`config.mk`:
```
export PLATFORM = sky130hd
export DESIGN_NAME = inst_execute_flat
export DESIGN_NICKNAME = d
export VERILOG_FILES = /design/src/rtl/inst_execute_if.sv /design/src/rtl/inst_execute.sv /design/src/flat_wrapper.sv
export SDC_FILE = /design/constraint.sdc
export NUM_CORES = 1
export LEC_CHECK = 0
export BUFFER_PORTS_ARGS = -buffer_cell sky130_fd_sc_hd__buf_2
export CORE_MARGIN = 5
export CORE_UTILIZATION = 45
export CTS_BUF_LIST = sky130_fd_sc_hd__clkbuf_16
export DETAILED_ROUTE_END_ITERATION = 10
export GPL_TIMING_DRIVEN = 1
export PLACE_DENSITY = 0.69
export SLEW_MARGIN = 10
export SYNTH_ARGS = -nofsm -noshare
export SYNTH_HDL_FRONTEND = slang
export SYNTH_SLANG_ARGS = --single-unit
```
`constraint.sdc`:
```
create_clock -name CLK -period 3.17 [get_ports CLK]
set_clock_uncertainty 0.2 [all_clocks]
set_input_delay 0.4755 -clock CLK [delete_from_list [all_inputs] [get_ports CLK]]
set_output_delay 0.4755 -clock CLK [all_outputs]
set_load 0.01 [all_outputs]
```
`src/rtl/inst_execute_if.sv`:
```
// Decode-to-execute bundle: operands in, registered results out.
// master = decode/memory side, slave = execute stage.
interface inst_execute_if;
    logic        VALID_IN;
    logic [15:0] REG_A;
    logic [15:0] REG_B;
    logic [15:0] IMM;
    logic [15:0] NPC_IN;
    logic [4:0]  OPCD;
    logic [4:0]  ADDR_REG;
    logic        OPT_BIT;
    logic        BUSY;
    logic        VALID_OUT;
    logic [15:0] EXE_OUT;
    logic [15:0] STORE_DATA;
    logic [4:0]  RD_OUT;
    logic [4:0]  OPCD_OUT;
    logic        COND_OUT;
    logic        BRANCH_TAKEN;
    logic [15:0] BRANCH_TARGET;
    logic [2:0]  ESTADO;

    modport master (
        output VALID_IN, REG_A, REG_B, IMM, NPC_IN,
        output OPCD, ADDR_REG, OPT_BIT,
        input  BUSY, VALID_OUT, EXE_OUT, STORE_DATA,
        input  RD_OUT, OPCD_OUT, COND_OUT,
        input  BRANCH_TAKEN, BRANCH_TARGET, ESTADO
    );

    modport slave (
        input  VALID_IN, REG_A, REG_B, IMM, NPC_IN,
        input  OPCD, ADDR_REG, OPT_BIT,
        output BUSY, VALID_OUT, EXE_OUT, STORE_DATA,
        output RD_OUT, OPCD_OUT, COND_OUT,
        output BRANCH_TAKEN, BRANCH_TARGET, ESTADO
    );
endinterface

```
`src/rtl/inst_execute.sv`:
```
// Execute stage: single-cycle ALU, shift-add multiplier, branch resolve.
// A taken branch spends one FLUSH cycle to drop the wrong-path slot.
module inst_execute (
    input  logic           CLK,
    input  logic           RST,
    inst_execute_if.slave  ex
);

    localparam logic [2:0] S_IDLE  = 3'd0;
    localparam logic [2:0] S_MUL   = 3'd1;
    localparam logic [2:0] S_FLUSH = 3'd2;

    localparam logic [4:0] OP_NOP = 5'd0;
    localparam logic [4:0] OP_ADD = 5'd1;
    localparam logic [4:0] OP_SUB = 5'd2;
    localparam logic [4:0] OP_AND = 5'd3;
    localparam logic [4:0] OP_OR  = 5'd4;
    localparam logic [4:0] OP_XOR = 5'd5;
    localparam logic [4:0] OP_NOT = 5'd6;
    localparam logic [4:0] OP_SHL = 5'd7;
    localparam logic [4:0] OP_SHR = 5'd8;
    localparam logic [4:0] OP_SLT = 5'd9;
    localparam logic [4:0] OP_MUL = 5'd10;
    localparam logic [4:0] OP_LW  = 5'd11;
    localparam logic [4:0] OP_SW  = 5'd12;
    localparam logic [4:0] OP_BEQ = 5'd13;
    localparam logic [4:0] OP_BNE = 5'd14;
    localparam logic [4:0] OP_JMP = 5'd15;
    localparam logic [4:0] OP_LI  = 5'd16;

    logic [2:0]  state_q, state_d;
    logic        valid_q, valid_d;
    logic [15:0] exe_q, exe_d;
    logic [15:0] store_q, store_d;
    logic [4:0]  rd_q, rd_d;
    logic [4:0]  opcd_q, opcd_d;
    logic        cond_q, cond_d;
    logic        taken_q, taken_d;
    logic [15:0] target_q, target_d;
    logic [15:0] mcand_q, mcand_d;
    logic [15:0] mplier_q, mplier_d;
    logic [15:0] prod_q, prod_d;
    logic [4:0]  cnt_q, cnt_d;

    logic [15:0] op2;
    logic [15:0] alu_res;
    logic [15:0] alu_store;
    logic        alu_cond;
    logic        alu_taken;
    logic [15:0] alu_target;
    logic [15:0] mul_sum;

    assign op2 = ex.OPT_BIT ? ex.IMM : ex.REG_B;
    assign mul_sum = prod_q + (mplier_q[0] ? mcand_q : 16'd0);

    always_comb begin
        alu_res    = 16'd0;
        alu_store  = 16'd0;
        alu_cond   = 1'b0;
        alu_taken  = 1'b0;
        alu_target = 16'd0;
        case (ex.OPCD)
            OP_NOP: ;
            OP_ADD: begin
                alu_res  = ex.REG_A + op2;
                alu_cond = 1'b1;
            end
            OP_SUB: begin
                alu_res  = ex.REG_A - op2;
                alu_cond = 1'b1;
            end
            OP_AND: begin
                alu_res  = ex.REG_A & op2;
                alu_cond = 1'b1;
            end
            OP_OR: begin
                alu_res  = ex.REG_A | op2;
                alu_cond = 1'b1;
            end
            OP_XOR: begin
                alu_res  = ex.REG_A ^ op2;
                alu_cond = 1'b1;
            end
            OP_NOT: begin
                alu_res  = ~ex.REG_A;
                alu_cond = 1'b1;
            end
            OP_SHL: begin
                alu_res  = ex.REG_A << op2[3:0];
                alu_cond = 1'b1;
            end
            OP_SHR: begin
                alu_res  = ex.REG_A >> op2[3:0];
                alu_cond = 1'b1;
            end
            OP_SLT: begin
                alu_res  = {15'd0, $signed(ex.REG_A) < $signed(op2)};
                alu_cond = 1'b1;
            end
            OP_MUL: alu_cond = 1'b1;
            OP_LW: begin
                alu_res  = ex.REG_A + ex.IMM;
                alu_cond = 1'b1;
            end
            OP_SW: begin
                alu_res   = ex.REG_A + ex.IMM;
                alu_store = ex.REG_B;
            end
            OP_BEQ: begin
                alu_taken  = (ex.REG_A == ex.REG_B);
                alu_target = ex.NPC_IN + ex.IMM;
            end
            OP_BNE: begin
                alu_taken  = (ex.REG_A != ex.REG_B);
                alu_target = ex.NPC_IN + ex.IMM;
            end
            OP_JMP: begin
                alu_taken  = 1'b1;
                alu_target = ex.IMM;
            end
            OP_LI: begin
                alu_res  = ex.IMM;
                alu_cond = 1'b1;
            end
            default: ;
        endcase
    end

    always_comb begin
        state_d  = state_q;
        valid_d  = 1'b0;
        exe_d    = exe_q;
        store_d  = store_q;
        rd_d     = rd_q;
        opcd_d   = opcd_q;
        cond_d   = cond_q;
        taken_d  = taken_q;
        target_d = target_q;
        mcand_d  = mcand_q;
        mplier_d = mplier_q;
        prod_d   = prod_q;
        cnt_d    = cnt_q;
        unique case (1'b1)
            (state_q == S_IDLE): begin
                if (ex.VALID_IN) begin
                    rd_d   = ex.ADDR_REG;
                    opcd_d = ex.OPCD;
                    if (ex.OPCD == OP_MUL) begin
                        mcand_d  = ex.REG_A;
                        mplier_d = op2;
                        prod_d   = 16'd0;
                        cnt_d    = 5'd0;
                        state_d  = S_MUL;
                    end else begin
                        valid_d  = 1'b1;
                        exe_d    = alu_res;
                        store_d  = alu_store;
                        cond_d   = alu_cond;
                        taken_d  = alu_taken;
                        target_d = alu_target;
                        if (alu_taken)
                            state_d = S_FLUSH;
                    end
                end
            end
            (state_q == S_MUL): begin
                prod_d   = mul_sum;
                mcand_d  = mcand_q << 1;
                mplier_d = mplier_q >> 1;
                cnt_d    = cnt_q + 5'd1;
                // Sixteenth iteration publishes the product directly.
                if (cnt_q == 5'd15) begin
                    valid_d  = 1'b1;
                    exe_d    = mul_sum;
                    store_d  = 16'd0;
                    cond_d   = 1'b1;
                    taken_d  = 1'b0;
                    target_d = 16'd0;
                    state_d  = S_IDLE;
                end
            end
            (state_q == S_FLUSH): state_d = S_IDLE;
            default: state_d = S_IDLE;
        endcase
    end

    always_ff @(posedge CLK or negedge RST) begin
        if (!RST) begin
            state_q  <= S_IDLE;
            valid_q  <= 1'b0;
            exe_q    <= 16'd0;
            store_q  <= 16'd0;
            rd_q     <= 5'd0;
            opcd_q   <= 5'd0;
            cond_q   <= 1'b0;
            taken_q  <= 1'b0;
            target_q <= 16'd0;
            mcand_q  <= 16'd0;
            mplier_q <= 16'd0;
            prod_q   <= 16'd0;
            cnt_q    <= 5'd0;
        end else begin
            state_q  <= state_d;
            valid_q  <= valid_d;
            exe_q    <= exe_d;
            store_q  <= store_d;
            rd_q     <= rd_d;
            opcd_q   <= opcd_d;
            cond_q   <= cond_d;
            taken_q  <= taken_d;
            target_q <= target_d;
            mcand_q  <= mcand_d;
            mplier_q <= mplier_d;
            prod_q   <= prod_d;
            cnt_q    <= cnt_d;
        end
    end

    assign ex.BUSY          = (state_q == S_MUL);
    assign ex.VALID_OUT     = valid_q;
    assign ex.EXE_OUT       = exe_q;
    assign ex.STORE_DATA    = store_q;
    assign ex.RD_OUT        = rd_q;
    assign ex.OPCD_OUT      = opcd_q;
    assign ex.COND_OUT      = cond_q;
    assign ex.BRANCH_TAKEN  = taken_q;
    assign ex.BRANCH_TARGET = target_q;
    assign ex.ESTADO        = state_q;

endmodule

```
`src/flat_wrapper.sv`:
```
// flat-port wrapper written by rule: the top's interface ports become plain ports
module inst_execute_flat 
  (CLK, RST, ex_VALID_IN, ex_REG_A, ex_REG_B, ex_IMM, ex_NPC_IN, ex_OPCD, ex_ADDR_REG, ex_OPT_BIT, ex_BUSY, ex_VALID_OUT, ex_EXE_OUT, ex_STORE_DATA, ex_RD_OUT, ex_OPCD_OUT, ex_COND_OUT, ex_BRANCH_TAKEN, ex_BRANCH_TARGET, ex_ESTADO);
  inst_execute_if ex_i ();
  input  logic CLK;
  input  logic RST;
  input wire logic [$bits(ex_i.VALID_IN)-1:0] ex_VALID_IN;
  input wire logic [$bits(ex_i.REG_A)-1:0] ex_REG_A;
  input wire logic [$bits(ex_i.REG_B)-1:0] ex_REG_B;
  input wire logic [$bits(ex_i.IMM)-1:0] ex_IMM;
  input wire logic [$bits(ex_i.NPC_IN)-1:0] ex_NPC_IN;
  input wire logic [$bits(ex_i.OPCD)-1:0] ex_OPCD;
  input wire logic [$bits(ex_i.ADDR_REG)-1:0] ex_ADDR_REG;
  input wire logic [$bits(ex_i.OPT_BIT)-1:0] ex_OPT_BIT;
  output wire logic [$bits(ex_i.BUSY)-1:0] ex_BUSY;
  output wire logic [$bits(ex_i.VALID_OUT)-1:0] ex_VALID_OUT;
  output wire logic [$bits(ex_i.EXE_OUT)-1:0] ex_EXE_OUT;
  output wire logic [$bits(ex_i.STORE_DATA)-1:0] ex_STORE_DATA;
  output wire logic [$bits(ex_i.RD_OUT)-1:0] ex_RD_OUT;
  output wire logic [$bits(ex_i.OPCD_OUT)-1:0] ex_OPCD_OUT;
  output wire logic [$bits(ex_i.COND_OUT)-1:0] ex_COND_OUT;
  output wire logic [$bits(ex_i.BRANCH_TAKEN)-1:0] ex_BRANCH_TAKEN;
  output wire logic [$bits(ex_i.BRANCH_TARGET)-1:0] ex_BRANCH_TARGET;
  output wire logic [$bits(ex_i.ESTADO)-1:0] ex_ESTADO;
  assign ex_i.VALID_IN = ex_VALID_IN;
  assign ex_i.REG_A = ex_REG_A;
  assign ex_i.REG_B = ex_REG_B;
  assign ex_i.IMM = ex_IMM;
  assign ex_i.NPC_IN = ex_NPC_IN;
  assign ex_i.OPCD = ex_OPCD;
  assign ex_i.ADDR_REG = ex_ADDR_REG;
  assign ex_i.OPT_BIT = ex_OPT_BIT;
  assign ex_BUSY = ex_i.BUSY;
  assign ex_VALID_OUT = ex_i.VALID_OUT;
  assign ex_EXE_OUT = ex_i.EXE_OUT;
  assign ex_STORE_DATA = ex_i.STORE_DATA;
  assign ex_RD_OUT = ex_i.RD_OUT;
  assign ex_OPCD_OUT = ex_i.OPCD_OUT;
  assign ex_COND_OUT = ex_i.COND_OUT;
  assign ex_BRANCH_TAKEN = ex_i.BRANCH_TAKEN;
  assign ex_BRANCH_TARGET = ex_i.BRANCH_TARGET;
  assign ex_ESTADO = ex_i.ESTADO;
  inst_execute u_core (.CLK(CLK), .RST(RST), .ex(ex_i));
endmodule
```
Word level (Yosys, flattened, before mapping)
Index checks and enable logic that the tools add are counted.

Order comparisons: 1. Reduce and logical (&&, ||, !) cells: 9. Shift operators: 2. $add $sub $neg: 6. Bitwise gates (word level): 4. Eq/ne operators: 25. Muxes and demuxes: 47.

Operators by type and width (count): 16-bit 2-to-1 mux (17); 16-bit case mux with 2 select lines (7); 16-bit case mux with 11 select lines (1); 16-bit adder (4); 5-bit by 4-bit equality test with 1-bit output, second input constant (9); 5-bit by 3-bit equality test with 1-bit output, second input constant (4); 16-bit AND (1); 16-bit equality test (1); 16-bit < comparator (1); 16-bit != test (1); 16-bit NOT (1); 16-bit OR (1); 16-bit by 4-bit left shift with 16-bit output (1); 16-bit by 4-bit >> shifter with 16-bit output (1); 16-bit subtractor (1); 16-bit XOR (1); 3-bit 2-to-1 mux (4); 11-bit OR reduction (1); 5-bit by 2-bit equality test with 1-bit output, second input constant (2); 1-bit 2-to-1 mux (10); 5-bit 2-to-1 mux (2); 5-bit case mux with 2 select lines (1); 2-bit != test, second input constant (3); 1-bit case mux with 2 select lines (3); other kinds (14) (16).

Word-level logic and storage cells: 107. Register bits after elaboration: 117.

Longest topological paths before layout
Gate-level depths: netlist (run 1).

Depth after elaboration: 6. Depth in mapped cells: 17. Gate-level depth less buffers: 15.

Worst setup path after synthesis (run 1)
No wires, ideal clock.

Path kind: input to register. From: in ex_OPT_BIT. To: reg u_core.exe_q[9] (netlist: u_core.ex.EXE_OUT[9]). Path slack: -0.889 ns. Required time: 2.844 ns. Stages: 15. Arrival: 3.733 ns. Setup time: 0.126 ns. Path through: buf_6 -> mux2i_2 -> buf_2 -> buf_1 -> nand2_1 -> o21a_1 -> ha_1 -> a211oi_1 -> nor2_1 -> o21a_1 -> o41a_1 -> a31oi_1 -> xnor2_1 -> a221o_1 -> a221o_1.

Word-level cells in the longest chain between the ends: 6. Elaborated cells between the ends (all ways): 12. Classes of those cells: add/sub: 2; shift: 2; mux: 5; bitwise: 3.

RTL lines: from (decl) (RTL line flat_wrapper.sv:14) `input wire logic [$bits(ex_i.OPT_BIT)-1:0] ex_OPT_BIT;`; 16-bit 2-to-1 mux (*) (RTL line inst_execute.sv:53) `assign op2 = ex.OPT_BIT ? ex.IMM : ex.REG_B;`; 16-bit subtractor (tied with other cells) (RTL line inst_execute.sv:69) `alu_res = ex.REG_A - op2;`; 16-bit case mux with 11 select lines (*) (RTL line inst_execute.sv:62) `case (ex.OPCD)`; 16-bit 2-to-1 mux (*) (RTL line inst_execute.sv:148) `if (ex.OPCD == OP_MUL) begin`; 16-bit 2-to-1 mux (*) (RTL line inst_execute.sv:145) `if (ex.VALID_IN) begin`; 16-bit case mux with 2 select lines (*) (RTL line inst_execute.sv:143) `unique case (1'b1)`; to (signal assigned) (RTL line inst_execute.sv:191) `exe_q <= 16'd0;`; to (signal assigned) (RTL line inst_execute.sv:205) `exe_q <= exe_d;`; to (decl) (RTL line inst_execute.sv:33) `logic [15:0] exe_q, exe_d;`.

Every way passes the cells marked *; elsewhere a longest branch is shown, timed or not. The select of a mux whose other input is x is not followed. A chain may end at the register's enable or synchronous reset.

Worst setup path after layout (run 1)
From: in ex_OPCD[0]. To: reg u_core.exe_q[15] (netlist: u_core.ex.EXE_OUT[15]).

Word-level cells in the longest chain between the ends: 6. Elaborated cells between the ends (all ways): 20. Classes of those cells: eq/ne: 14; mux: 4; reduce/logical: 2.

RTL lines: from (decl) (RTL line flat_wrapper.sv:12) `input wire logic [$bits(ex_i.OPCD)-1:0] ex_OPCD;`; 5-bit by 4-bit equality test with 1-bit output (RTL line inst_execute.sv:62); 2-bit OR reduction (no source line); 16-bit case mux with 11 select lines (RTL line inst_execute.sv:62); 16-bit 2-to-1 mux (RTL line inst_execute.sv:148); 16-bit 2-to-1 mux (RTL line inst_execute.sv:145); 16-bit case mux with 2 select lines (RTL line inst_execute.sv:143).

Parallel ways exist; a longest one is shown, timed or not. The select of a mux whose other input is x is not followed.

==> impl_results.md, run 1 <==
- CTS H-tree lvls: 4
- Post-synthesis compound-gate area fraction: 24.03%
- Global route total overflow: 0
- Cells along the critical path: buf_8 > and3b_2 > o21ai_4 > buf_12 > buf_4 > clkbuf_16 > nor2_1 > a21oi_1 > ha_1 > and3_1 > a21oi_1 > o21ai_2 > o41ai_2 > xnor2_1 > a32o_1 > a211o_1
- Mean post-synth cell area: 8.014 um2
- Leakage: 7.252 nW
- Layout net count: 1871
- Unrepaired setup endpoints after global routing: true
- Dominant cell type by count on the critical path: sky130_fd_sc_hd__a21oi_1
- Adder-cell area share of the yosys netlist: 12.31%
- Setup slack after layout: -0.1379 ns
- DRC violation count after routing: 0
- Number of primary I/O pins: 143
- Worst min-delay path category: in -> reg
- Fraction of met2 tracks used by global routing: 50.58%
- Fraction of registers with async set/reset: 100.0%
- Sequential-to-total area share from yosys stat: 26.85%
- Min cycle time layout: 3.308 ns
- Max Transition Viols Final: 0
- Net count after synthesis: 1531
- Highest cell delay on the worst timing path: 0.35 ns
- Number of buffers added by the clock tree synthesis step: 17
- CP bufs+invs: 4
- Count of vias placed by the detailed router: 11870
- Worst-margin pin slew: 0.8422 ns
- Worst-path cell with the longest stage delay: sky130_fd_sc_hd__o41ai_2
- Placed cells: 1977
- Busiest layer in global routing: met2
- Final Hold Slack: 0.02623 ns
- Sink Count: 116
- Wire length of the first global-routing pass: 64980 um
- Number of enable flip-flop cells after synthesis: 0
- # setup viols final: 4
- Clock slew seen by the registers of the worst setup and hold paths: 0.06 ns
- Violations in the final reports: negative setup slack
- Dominant register cell in the synthesized netlist: sky130_fd_sc_hd__dfrtp_1
- Critical path data required time: 3.29 ns
- Largest net degree at the start of global routing: 80
- Root buffer selected by CTS: sky130_fd_sc_hd__clkbuf_16
- Syn Inst Count: 1349
- Run status: complete, but fails checks
- Max Freq: 302.3 MHz
- Setup slack on the worst flop-to-flop path: -0.04 ns
- Simple-gate portion of the synthesized area: 19.31%
- Crit path kind: in -> reg
- Origin of the worst min-delay path: ex_ADDR_REG[2]
- Post-synth design cell area: 10810 um2
- Met1 track demand over resource in global routing: 41.32%
- Clock tree from TritonCTS: done
- DPL Wire Length: 33440 um
- Number of global-route vias before repair: 11550
- XOR/XNOR share of the synthesized area: 5.347%
- Arrival time at the worst endpoint: 3.43 ns
- Post-detailed-route wirelength per cell: 21.29 um
- Fraction of layout cells with a size suffix above 1: 31.14%
- Startpoint of the worst setup timing path: ex_OPCD[0]
- Count of state elements after synthesis: 116
- Die span in y: 165.0 um
- Number of nets with antenna violations after routing: 0
- Number of antenna violations at the first check in global routing: 1
- Max Cap Viol: 0
- Critical path endpoint category: register
- Portion of netlist area occupied by mux cells: 7.222%
- Synth Warn #: 0
- Number of cells in the finished layout apart from fillers: 2021
- RePlAce Congestion: 1.023
- Total length of routed wires: 43020 um
- Later-pin clock latency in the skew report: 0.43 ns
- Cell row count: 56
- Share of the clock period used by the worst path: 104.3%
- Power Density: 550.8 nW/um2
- CP top delay family: compound AO/OA/AOI/OAI gates
- Placement Setup Slack: -0.5808 ns
- Routed vias/inst: 5.872
- Die area: 27220 um2
- GRT Resource Usage Total: 31.22%
- Router iterations before antenna repair: 7
- Hold Violations, Final: 0
- Max-slew headroom at the worst pin: 43.85%
- Core Box Area: 23540 um2
- Main combinational cell family by area after synthesis: compound AO/OA/AOI/OAI gates
- Horiz. Die Dim: 165.0 um
- Worst-path maximum fanout: 12
- Number of antenna repair diodes: 0
- Count of routing violations after the opening detailed-route iteration: 1112
- Max Root-Sink Buffers: 2
- Starting density of the core: 45.92%
- Count of cell types in the netlist: 73
- IO buf count: 141
- FF-to-FF Start: u_core.mplier_q[0]
- Area growth from synthesis to layout: 36.75%
- VDD IR max: 442.6 uV
- Global-route track usage on met3: 6.564%
- Element type at the critical path start: primary input
final timing paths:
| path | cells past startpoint | to |
|---|---|---|
| max in group asynchronous | 3 | u_core.mplier_q[1] |
| setup / recovery | 16 | u_core.ex.EXE_OUT[15] |
| setup reg to reg | 10 | u_core.ex.EXE_OUT[15] |
| hold / removal | 3 | u_core.ex.RD_OUT[2] |
| min in group asynchronous | 2 | u_core.ex.BRANCH_TARGET[12] |
| hold reg to reg | 2 | u_core.ex.RD_OUT[0] |
power by group:
part / internal [mW] / switching (mW) / total [mW]
logic: 1.74 / 2.31 / 4.05
clock network: 1.00 / 0.808 / 1.81
registers: 1.95 / 0.334 / 2.29
total: 4.69 / 3.45 / 8.14
worst reg2reg max path, stage by stage (launching register included):
cell                       delay (ns)
sky130_fd_sc_hd__dfrtp_2         0.47
sky130_fd_sc_hd__and2_1          0.20
sky130_fd_sc_hd__ha_1            0.30
sky130_fd_sc_hd__a211oi_2        0.26
sky130_fd_sc_hd__o21ai_1         0.17
sky130_fd_sc_hd__nand4_1         0.25
sky130_fd_sc_hd__a21oi_2         0.12
sky130_fd_sc_hd__o31a_1          0.30
sky130_fd_sc_hd__or3_1           0.34
sky130_fd_sc_hd__a32o_1          0.28
sky130_fd_sc_hd__a211o_1         0.22
cell families after synthesis:
family,Yosys count
AOI/OAI and AO/OA,397
xor gates and xnor gates,66
adders and majority gates,104
buffers and inverters,132
DFF,116
muxes,61
other,1
and+or+nand+nor,472
stage by stage:
stage | util [%] | area, um2 | total power [mW] | setup TNS, ns
final | 62.79 | 14780 | 8.142 | -0.3149
after global routing | 62.79 | 14780 | 8.667 | -1.011
after CTS | 61.24 | 14420 | 8.028 | -0.1308
after detailed placement | 58.10 | 13680 | 6.118 | -7.094
after global placement | 58.10 | 13680 | 6.022 | -6.396
after floorplan | - | 10960 | 4.541 | -2.111
what timing repair did:
item / CTS / global route
hold buffers: 1 / 0
setup buffers: 4 / 5
pin swaps: 17 / 51
resized for setup: 35 / 54
endpoints found under the hold margin: 72 / 0
cloned: 0 / 3
setup endpoints to repair: 11 / 14
final cells by class:
type	instances	area, um2
fillers	2023	8760
multi-input cells	1101	7864
flip-flops and latches	116	2904
repair buffers	402	2888
clock buffers	17	425.4
well taps	319	399.1
inverters	51	193.9
clock inverters	15	108.9
cell usage after synthesis, drive strengths merged, types with 12 or more instances:
| library cell | number | share of area, % |
|---|---|---|
| mux2i | 49 | 4.7 |
| a22o | 23 | 1.9 |
| o21ai | 104 | 4.8 |
| nand2 | 181 | 6.3 |
| nor2 | 150 | 5.2 |
| a22oi | 22 | 1.5 |
| inv | 51 | 1.8 |
| clkbuf | 64 | 2.2 |
| a21oi | 103 | 4.8 |
| xor2 | 21 | 1.7 |
| nor2b | 13 | 0.75 |
| and2 | 19 | 1.1 |
| dfrtp | 116 | 27 |
| buf | 17 | 0.88 |
| nor3 | 32 | 1.5 |
| a21o | 16 | 1.1 |
| mux4 | 12 | 2.5 |
| nand3 | 18 | 0.83 |
| xnor2 | 45 | 3.6 |
| a211oi | 17 | 1.2 |
| ha | 100 | 12 |
flip-flops by register name (all words and copies together), names as in the netlist:
name,flops
u_core.cnt_q,5
u_core.ex.BRANCH_TAKEN,1
u_core.ex.BRANCH_TARGET,16
u_core.ex.COND_OUT,1
u_core.ex.ESTADO,2
u_core.ex.EXE_OUT,16
u_core.ex.OPCD_OUT,5
u_core.ex.RD_OUT,5
u_core.ex.STORE_DATA,16
u_core.ex.VALID_OUT,1
u_core.mcand_q,16
u_core.mplier_q,16
u_core.prod_q,16
routing by layer:
layer	routed length, um	vias to the layer above
met1	18100	5631
li1	-	5557
met2	19480	580
met4	1525	0
met3	3910	99
met5	0	-
placed cells by master, fill, tap and decap left out, types with 6 or more instances in the layout:
master,count
sky130_fd_sc_hd__mux2i_1,44
sky130_fd_sc_hd__o22ai_1,6
sky130_fd_sc_hd__mux4_2,11
sky130_fd_sc_hd__and3_1,8
sky130_fd_sc_hd__clkbuf_16,20
sky130_fd_sc_hd__buf_12,10
sky130_fd_sc_hd__a22oi_1,20
sky130_fd_sc_hd__nor2b_1,12
sky130_fd_sc_hd__nand3_1,17
sky130_fd_sc_hd__a31oi_1,8
sky130_fd_sc_hd__dfrtp_1,115
sky130_fd_sc_hd__nand4_1,11
sky130_fd_sc_hd__o21a_1,8
sky130_fd_sc_hd__a21o_1,16
sky130_fd_sc_hd__or3_1,10
sky130_fd_sc_hd__a211o_1,7
sky130_fd_sc_hd__o221ai_1,8
sky130_fd_sc_hd__a221oi_1,6
sky130_fd_sc_hd__nor3_1,29
sky130_fd_sc_hd__a21oi_1,88
sky130_fd_sc_hd__nand2_1,179
sky130_fd_sc_hd__o211ai_1,7
sky130_fd_sc_hd__a22o_1,23
sky130_fd_sc_hd__buf_2,136
sky130_fd_sc_hd__and2_1,19
sky130_fd_sc_hd__o21ai_0,88
sky130_fd_sc_hd__inv_1,48
sky130_fd_sc_hd__nor2_1,146
sky130_fd_sc_hd__a21oi_2,15
sky130_fd_sc_hd__buf_6,6
sky130_fd_sc_hd__xnor2_1,42
sky130_fd_sc_hd__ha_1,93
sky130_fd_sc_hd__xor2_1,20
sky130_fd_sc_hd__buf_4,244
sky130_fd_sc_hd__o21ai_1,12
sky130_fd_sc_hd__a211oi_1,12
Power figures use the tool's default switching activity.
==> run 2, diff against run 1 <==
--- a/config.mk
+++ b/config.mk
@@ -16,3 +16,4 @@
 export SYNTH_ARGS = -nofsm -noshare
 export SYNTH_HDL_FRONTEND = slang
 export SYNTH_SLANG_ARGS = --single-unit
+export TNS_END_PERCENT = 1
==> run 2 against run 1 <==
Against the previous run: the flow still finishes with violations (negative setup slack); maximum frequency fell by 1.7%; critical path depth up 1; first-iteration DRC count is 21% higher; sequential share of layout area is 0.17 points higher; via count is 0.39% higher; global-route usage increased by 1.2 points; utilization is 0.53 points lower; clock-buffer cell count did not move; combinational power is 1% lower; sequential cell count stayed put; hold slack worse by 0.0024 ns; die area unchanged; critical path type unchanged; critical endpoint is now u_core.ex.EXE_OUT[9]; largest cell class unchanged.
==> impl_results.md, run 2 (synthesis gave the netlist of run 1 again) <==
- Worst hold endpoint: u_core.ex.RD_OUT[0]
- GRT Resource Usage Total: 32.45%
- Core Box Area: 23540 um2
- Number of antenna repair diodes: 0
- Root buffer selected by CTS: sky130_fd_sc_hd__clkbuf_16
- Critical path data required time: 3.28 ns
- Horiz. Die Dim: 165.0 um
- Clock tree from TritonCTS: done
- Number of nets with antenna violations after routing: 0
- Wire length of the first global-routing pass: 67870 um
- Worst hold stages: 3
- Cells along the critical path: buf_2 > and3b_2 > o21ai_4 > buf_12 > buf_4 > buf_4 > a21oi_4 > ha_4 > buf_12 > a211oi_4 > nor2_1 > o21a_1 > o41a_1 > a31oi_2 > xnor2_1 > a221o_1 > a221o_1
- Clock network fraction of total power: 24.4%
- Leakage: 7.242 nW
- Router iterations before antenna repair: 8
- Sequential group share of total power: 27.5%
- Net Sw Power: 3.464 mW
- Starting density of the core: 45.92%
- DRC violation count after routing: 0
- Count of routing violations after the opening detailed-route iteration: 1350
- FF-to-FF Start: u_core.mplier_q[0]
- Fraction of layout cells with a size suffix above 1: 29.54%
- Worst-path cell with the longest stage delay: sky130_fd_sc_hd__o41a_1
- Hold Violations, Final: 0
- Switching power as a share of total power: 41.71%
- Fraction of the core area covered by cells at the end of the flow: 62.26%
- Highest cell delay on the worst timing path: 0.37 ns
- Max Transition Viols Final: 0
- Worst min-delay path category: in -> reg
- Leading cell type in the layout, fill and taps excluded: sky130_fd_sc_hd__buf_4
- Unrepaired setup endpoints after global routing: true
- Number of antenna violations at the first check in global routing: 1
- # setup viols final: 6
- Area growth from synthesis to layout: 35.59%
- Min cycle time layout: 3.364 ns
- Commonest cells after routing, fill and taps aside: 247 x sky130_fd_sc_hd__buf_4, 181 x sky130_fd_sc_hd__nand2_1, 148 x sky130_fd_sc_hd__nor2_1
- Origin of the worst min-delay path: ex_ADDR_REG[0]
- Max Root-Sink Buffers: 2
- Global route total overflow: 0
- Layout net count: 1872
- Max Freq: 297.3 MHz
- Count of vias placed by the detailed router: 11910
- Later-pin clock latency in the skew report: 0.44 ns
- Post-detailed-route wirelength per cell: 21.68 um
- Worst-margin pin slew: 0.8352 ns
- Die area: 27220 um2
- CTS H-tree lvls: 4
- Total length of routed wires: 43830 um
- Largest net degree at the start of global routing: 80
- Run status: complete, but fails checks
- Max Cap Viol: 0
- Number of primary I/O pins: 143
- Clock slew seen by the registers of the worst setup and hold paths: 0.06 ns
- IO buf count: 141
- Violations in the final reports: negative setup slack
- RePlAce Congestion: 1.006
- Critical path endpoint category: register
- Setup slack after layout: -0.1940 ns
- Setup slack on the worst flop-to-flop path: -0.13 ns
- Crit path kind: in -> reg
- Number of buffers added by the clock tree synthesis step: 17
- Share of the clock period used by the worst path: 106.1%
- Sink Count: 116
- Cell row count: 56
- Internal power: 4.842 mW
- Worst Reg-to-Reg Cells: 11
- Element type at the critical path start: primary input
- Routed vias/inst: 5.892
- Logic gate share of total power: 48.1%
- Power Density: 566.7 nW/um2
- Arrival time at the worst endpoint: 3.48 ns
- VDD IR max: 394.5 uV
- Worst-path maximum fanout: 6
- Final Hold Slack: 0.02386 ns
- Die span in y: 165.0 um
- Worst r2r dst: u_core.ex.EXE_OUT[15]
- Number of global-route vias before repair: 11770
- Max-slew headroom at the worst pin: 44.32%
- DPL Wire Length: 34620 um
[run 2: cell count changes in the layout (fill, tap and decap cells not counted), moves of 3 or more]
cell | previous run | this run
sky130_fd_sc_hd__a21oi_2 | 15 | 4
sky130_fd_sc_hd__a21oi_1 | 88 | 98
sky130_fd_sc_hd__clkinv_2 | 4 | 0
sky130_fd_sc_hd__buf_12 | 10 | 13
sky130_fd_sc_hd__buf_4 | 244 | 247
sky130_fd_sc_hd__buf_6 | 6 | 3
sky130_fd_sc_hd__clkinv_4 | 5 | 2
sky130_fd_sc_hd__ha_1 | 93 | 96
[run 2: worst max-delay path by stage]
stage / slack, ns / depth (start not counted) / start / to
3_5_place_dp: -0.78 / 15 / ex_OPCD[1] / u_core.ex.EXE_OUT[15]
6_report: -0.19 / 17 / ex_OPCD[2] / u_core.ex.EXE_OUT[9]
4_1_cts: -0.15 / 14 / ex_OPCD[1] / u_core.ex.EXE_OUT[9]
3_3_place_gp: -0.71 / 16 / ex_OPCD[1] / u_core.ex.EXE_OUT[15]
5_1_grt: -0.30 / 17 / ex_OPCD[2] / u_core.ex.EXE_OUT[9]
2_1_floorplan: -0.41 / 15 / ex_OPT_BIT / u_core.ex.EXE_OUT[9]
[run 2: area by class of cell]
class,count,area [um2]
Multi-Input combinational cell,1101,7691
Tap cell,319,399.1
Clock buffer,17,425.4
Clock inverter,15,170.2
Inverter,51,193.9
Fill cell,2132,8885
Timing Repair Buffer,403,2874
Sequential cell,116,2904
[run 2: timing repair]
item	4_1_cts	5_1_grt
endpoints found under the setup margin	10	16
cloned	0	1
resized for setup	30	24
pin swaps	14	10
hold buffers	1	0
buffers inserted	1	3
hold endpoints to repair	42	0
[run 2: per-layer routing]
layer	GRT usage (%)	routed length, um	share of wire, %
met1	45.53	19270	44
met2	51.10	19810	45
met3	5.241	3250	7.4
met4	10.55	1498	3.4
met5	0	0	0
[run 2: per-stage QoR]
stage	TNS, ns	worst slack [ns]	instances	cell area, um2	power, mW
4_1_cts	-0.4935	-0.1545	2018	14460	8.241
3_5_place_dp	-7.994	-0.7830	1984	13720	6.160
3_3_place_gp	-7.057	-0.7070	1984	13720	6.077
6_report	-0.5061	-0.1940	2022	14660	8.306
5_1_grt	-1.533	-0.2955	2022	14660	8.869
2_1_floorplan	-2.342	-0.4141	1349	10940	4.536
[run 2: critical path: cells and delay by family]
kind,cells,cell delay [ns]
AOI/OAI and AO/OA,8,1.83
buffers and inverters,5,0.59
and+or+nand+nor,2,0.31
adders and majority gates,1,0.18
xor gates and xnor gates,1,0.09
[run 2: power by group through the flow]
stage / registers (mW) / logic [mW] / clock network (mW)
after floorplan: 2.28 / 2.25 / 0
after global placement: 2.29 / 3.79 / 0
after detailed placement: 2.30 / 3.86 / 0
after CTS: 2.28 / 3.92 / 2.04
after global routing: 2.34 / 4.42 / 2.11
final: 2.28 / 4.00 / 2.02
==> run 3, diff against run 2 <==
--- a/config.mk
+++ b/config.mk
@@ -11,7 +11,7 @@
 export CTS_BUF_LIST = sky130_fd_sc_hd__clkbuf_16
 export DETAILED_ROUTE_END_ITERATION = 10
 export GPL_TIMING_DRIVEN = 1
-export PLACE_DENSITY = 0.69
+export PLACE_DENSITY = 0.67
 export SLEW_MARGIN = 10
 export SYNTH_ARGS = -nofsm -noshare
 export SYNTH_HDL_FRONTEND = slang
==> constraint.sdc (replaced) <==
create_clock -name CLK -period 3.4 [get_ports CLK]
set_clock_uncertainty 0.2 [all_clocks]
set_input_delay 0.51 -clock CLK [delete_from_list [all_inputs] [get_ports CLK]]
set_output_delay 0.51 -clock CLK [all_outputs]
set_load 0.01 [all_outputs]
==> run 3 against run 2 <==
Against the previous run: the flow now finishes without violations; combinational power fell by 11%; global-route usage fell by 1.7 points; highest routed layer is now met5; total power fell by 8.4%; register-to-register slack improved by 0.23 ns.
==> impl_results.md, run 3 (synthesis gave the netlist of run 1 again) <==
- Run status: finished clean
- Horiz. Die Dim: 165.0 um
- Core Box Area: 23540 um2
- Internal power: 4.435 mW
- Leakage: 6.943 nW
- Number of buffers added by the clock tree synthesis step: 17
- Min cycle time layout: 3.371 ns
- Max Freq: 296.6 MHz
- Number of antenna repair diodes: 0
- DPL Wire Length: 32540 um
- Net Sw Power: 3.170 mW
- Number of nets with antenna violations after routing: 0
- Number of antenna violations at the first check in global routing: 1
- Commonest cells after routing, fill and taps aside: 204 x sky130_fd_sc_hd__buf_4, 181 x sky130_fd_sc_hd__nand2_1, 150 x sky130_fd_sc_hd__nor2_1
- Power Density: 540.9 nW/um2
- Element type at the critical path start: primary input
- Max Transition Viols Final: 0
- Arrival time at the worst endpoint: 3.49 ns
- Worst-margin pin slew: 0.8079 ns
- Placement Setup Slack: -0.4588 ns
- Number of cells in the finished layout apart from fillers: 1971
- Origin of the worst min-delay path: ex_ADDR_REG[3]
- Hold Violations, Final: 0
- Placed cells: 1934
- RePlAce Congestion: 1.045
- # setup viols final: 0
- Max Root-Sink Buffers: 2
- Setup slack on the worst flop-to-flop path: 0.10 ns
- Leading cell type in the layout, fill and taps excluded: sky130_fd_sc_hd__buf_4
- Clock tree from TritonCTS: done
- IO buf count: 141
- Area growth from synthesis to layout: 30.06%
- Worst hold endpoint: u_core.ex.RD_OUT[3]
- Worst hold stages: 3
- Setup slack after layout: 0.02895 ns
- Worst-path cell with the longest stage delay: sky130_fd_sc_hd__o41a_1
- Max-slew headroom at the worst pin: 46.14%
- Global-route track usage on met3: 6.014%
- Highest cell delay on the worst timing path: 0.36 ns
- Worst Reg-to-Reg Cells: 10
- Logic gate share of total power: 46.6%
- Worst min-delay path category: in -> reg
- Number of global-route vias before repair: 11300
- Switching power as a share of total power: 41.68%
- Fraction of layout cells with a size suffix above 1: 26.09%
- Routed vias/inst: 5.879
- Worst-path maximum fanout: 13
- FF-to-FF Start: u_core.mplier_q[0]
- DP Area: 13310 um2
- VDD IR max: 461.1 uV
- CTS H-tree lvls: 4
- Die span in y: 165.0 um
- Final Hold Slack: 0.05260 ns
- Post-detailed-route wirelength per cell: 21.12 um
- Layout net count: 1821
- Cell row count: 56
- Worst r2r dst: u_core.ex.EXE_OUT[15]
- Critical path endpoint category: register
- Met1 track demand over resource in global routing: 41.54%
- Global route total overflow: 0
- Critical path data required time: 3.52 ns
- Count of vias placed by the detailed router: 11590
- Later-pin clock latency in the skew report: 0.44 ns
- Starting density of the core: 45.92%
- Unrepaired setup endpoints after global routing: true
- Clock slew seen by the registers of the worst setup and hold paths: 0.07 ns
- Clock network fraction of total power: 25.5%
- Root buffer selected by CTS: sky130_fd_sc_hd__clkbuf_16
- Sequential group share of total power: 27.9%
- Wire length of the first global-routing pass: 64600 um
- Total length of routed wires: 41620 um
- Summed area of non-filler cells in the final layout: 14060 um2
- Busiest layer in global routing: met2
- Sink Count: 116
- Share of the clock period used by the worst path: 99.15%
- Fraction of met2 tracks used by global routing: 49.20%
- Number of primary I/O pins: 143
- Router iterations before antenna repair: 8
- Max Cap Viol: 0
- Largest net degree at the start of global routing: 80
- Cells along the critical path: buf_2 > and3b_1 > o21ai_4 > buf_12 > nand2_1 > o21a_1 > ha_4 > a211oi_4 > nor2_1 > o21a_1 > o41a_1 > a31oi_1 > xnor2_1 > a221o_1 > a221o_1
- Crit path kind: in -> reg
- DRC violation count after routing: 0
- Count of routing violations after the opening detailed-route iteration: 1235
- GRT Resource Usage Total: 30.78%
- Die area: 27220 um2
run 3: worst max path at each step:
| stage | to | startpoint | slack (ns) | cells past startpoint |
|---|---|---|---|---|
| floorplan | u_core.ex.EXE_OUT[9] | ex_OPT_BIT | -0.22 | 15 |
| global placement | u_core.ex.EXE_OUT[10] | ex_OPCD[1] | -0.42 | 17 |
| detailed placement | u_core.ex.EXE_OUT[14] | ex_OPCD[1] | -0.46 | 17 |
| CTS | u_core.ex.EXE_OUT[10] | ex_OPCD[1] | 0.005 | 17 |
| global route | u_core.ex.EXE_OUT[9] | ex_OPCD[2] | -0.09 | 16 |
| finish | u_core.ex.EXE_OUT[9] | ex_OPCD[1] | 0.03 | 15 |
run 3: per-layer routing:
layer	part of all wire [%]	wire (um)	vias to the layer above
li1	-	-	5445
met1	43	17760	5516
met2	46	19010	521
met3	8.3	3466	102
met4	3.2	1325	4
met5	0.14	60	-
run 3: area by class of cell:
| type | count | area (um2) |
|---|---|---|
| Tap cell | 319 | 399.1 |
| Fill cell | 2147 | 9483 |
| Multi-Input combinational cell | 1101 | 7572 |
| Clock inverter | 15 | 182.7 |
| Clock buffer | 17 | 425.4 |
| Sequential cell | 116 | 2904 |
| Timing Repair Buffer | 352 | 2382 |
| Inverter | 51 | 193.9 |
run 3: per-stage QoR:
stage                     utilization [%]  setup TNS [ns]  total power, mW
after floorplan                         -         -0.8726            4.229
after global placement              56.54          -3.398            5.526
after detailed placement            56.54          -3.875            5.614
after CTS                           59.23               0            7.578
after global routing                59.72         -0.3390            8.101
final                               59.72               0            7.604
run 3: what timing repair did:
action / 4_1_cts / 5_1_grt
endpoints found under the setup margin: 4 / 11
hold buffers: 1 / 0
endpoints found under the hold margin: 23 / 0
setup buffers: 0 / 4
pin swaps: 0 / 3
gates resized for setup: 4 / 17
run 3: power by group through the flow:
stage | combinational [mW] | sequential (mW) | clock, mW
5_1_grt | 3.91 | 2.17 | 2.02
4_1_cts | 3.50 | 2.12 | 1.96
6_report | 3.55 | 2.12 | 1.94
3_5_place_dp | 3.48 | 2.14 | 0
2_1_floorplan | 2.10 | 2.13 | 0
3_3_place_gp | 3.40 | 2.13 | 0
run 3: critical path, delay by kind of cell:
kind            cells  cell delay (ns)
fa+ha+maj           1             0.24
buf+inv             2             0.29
simple gates        3             0.33
compound gates      8             2.00
xor+xnor            1             0.11
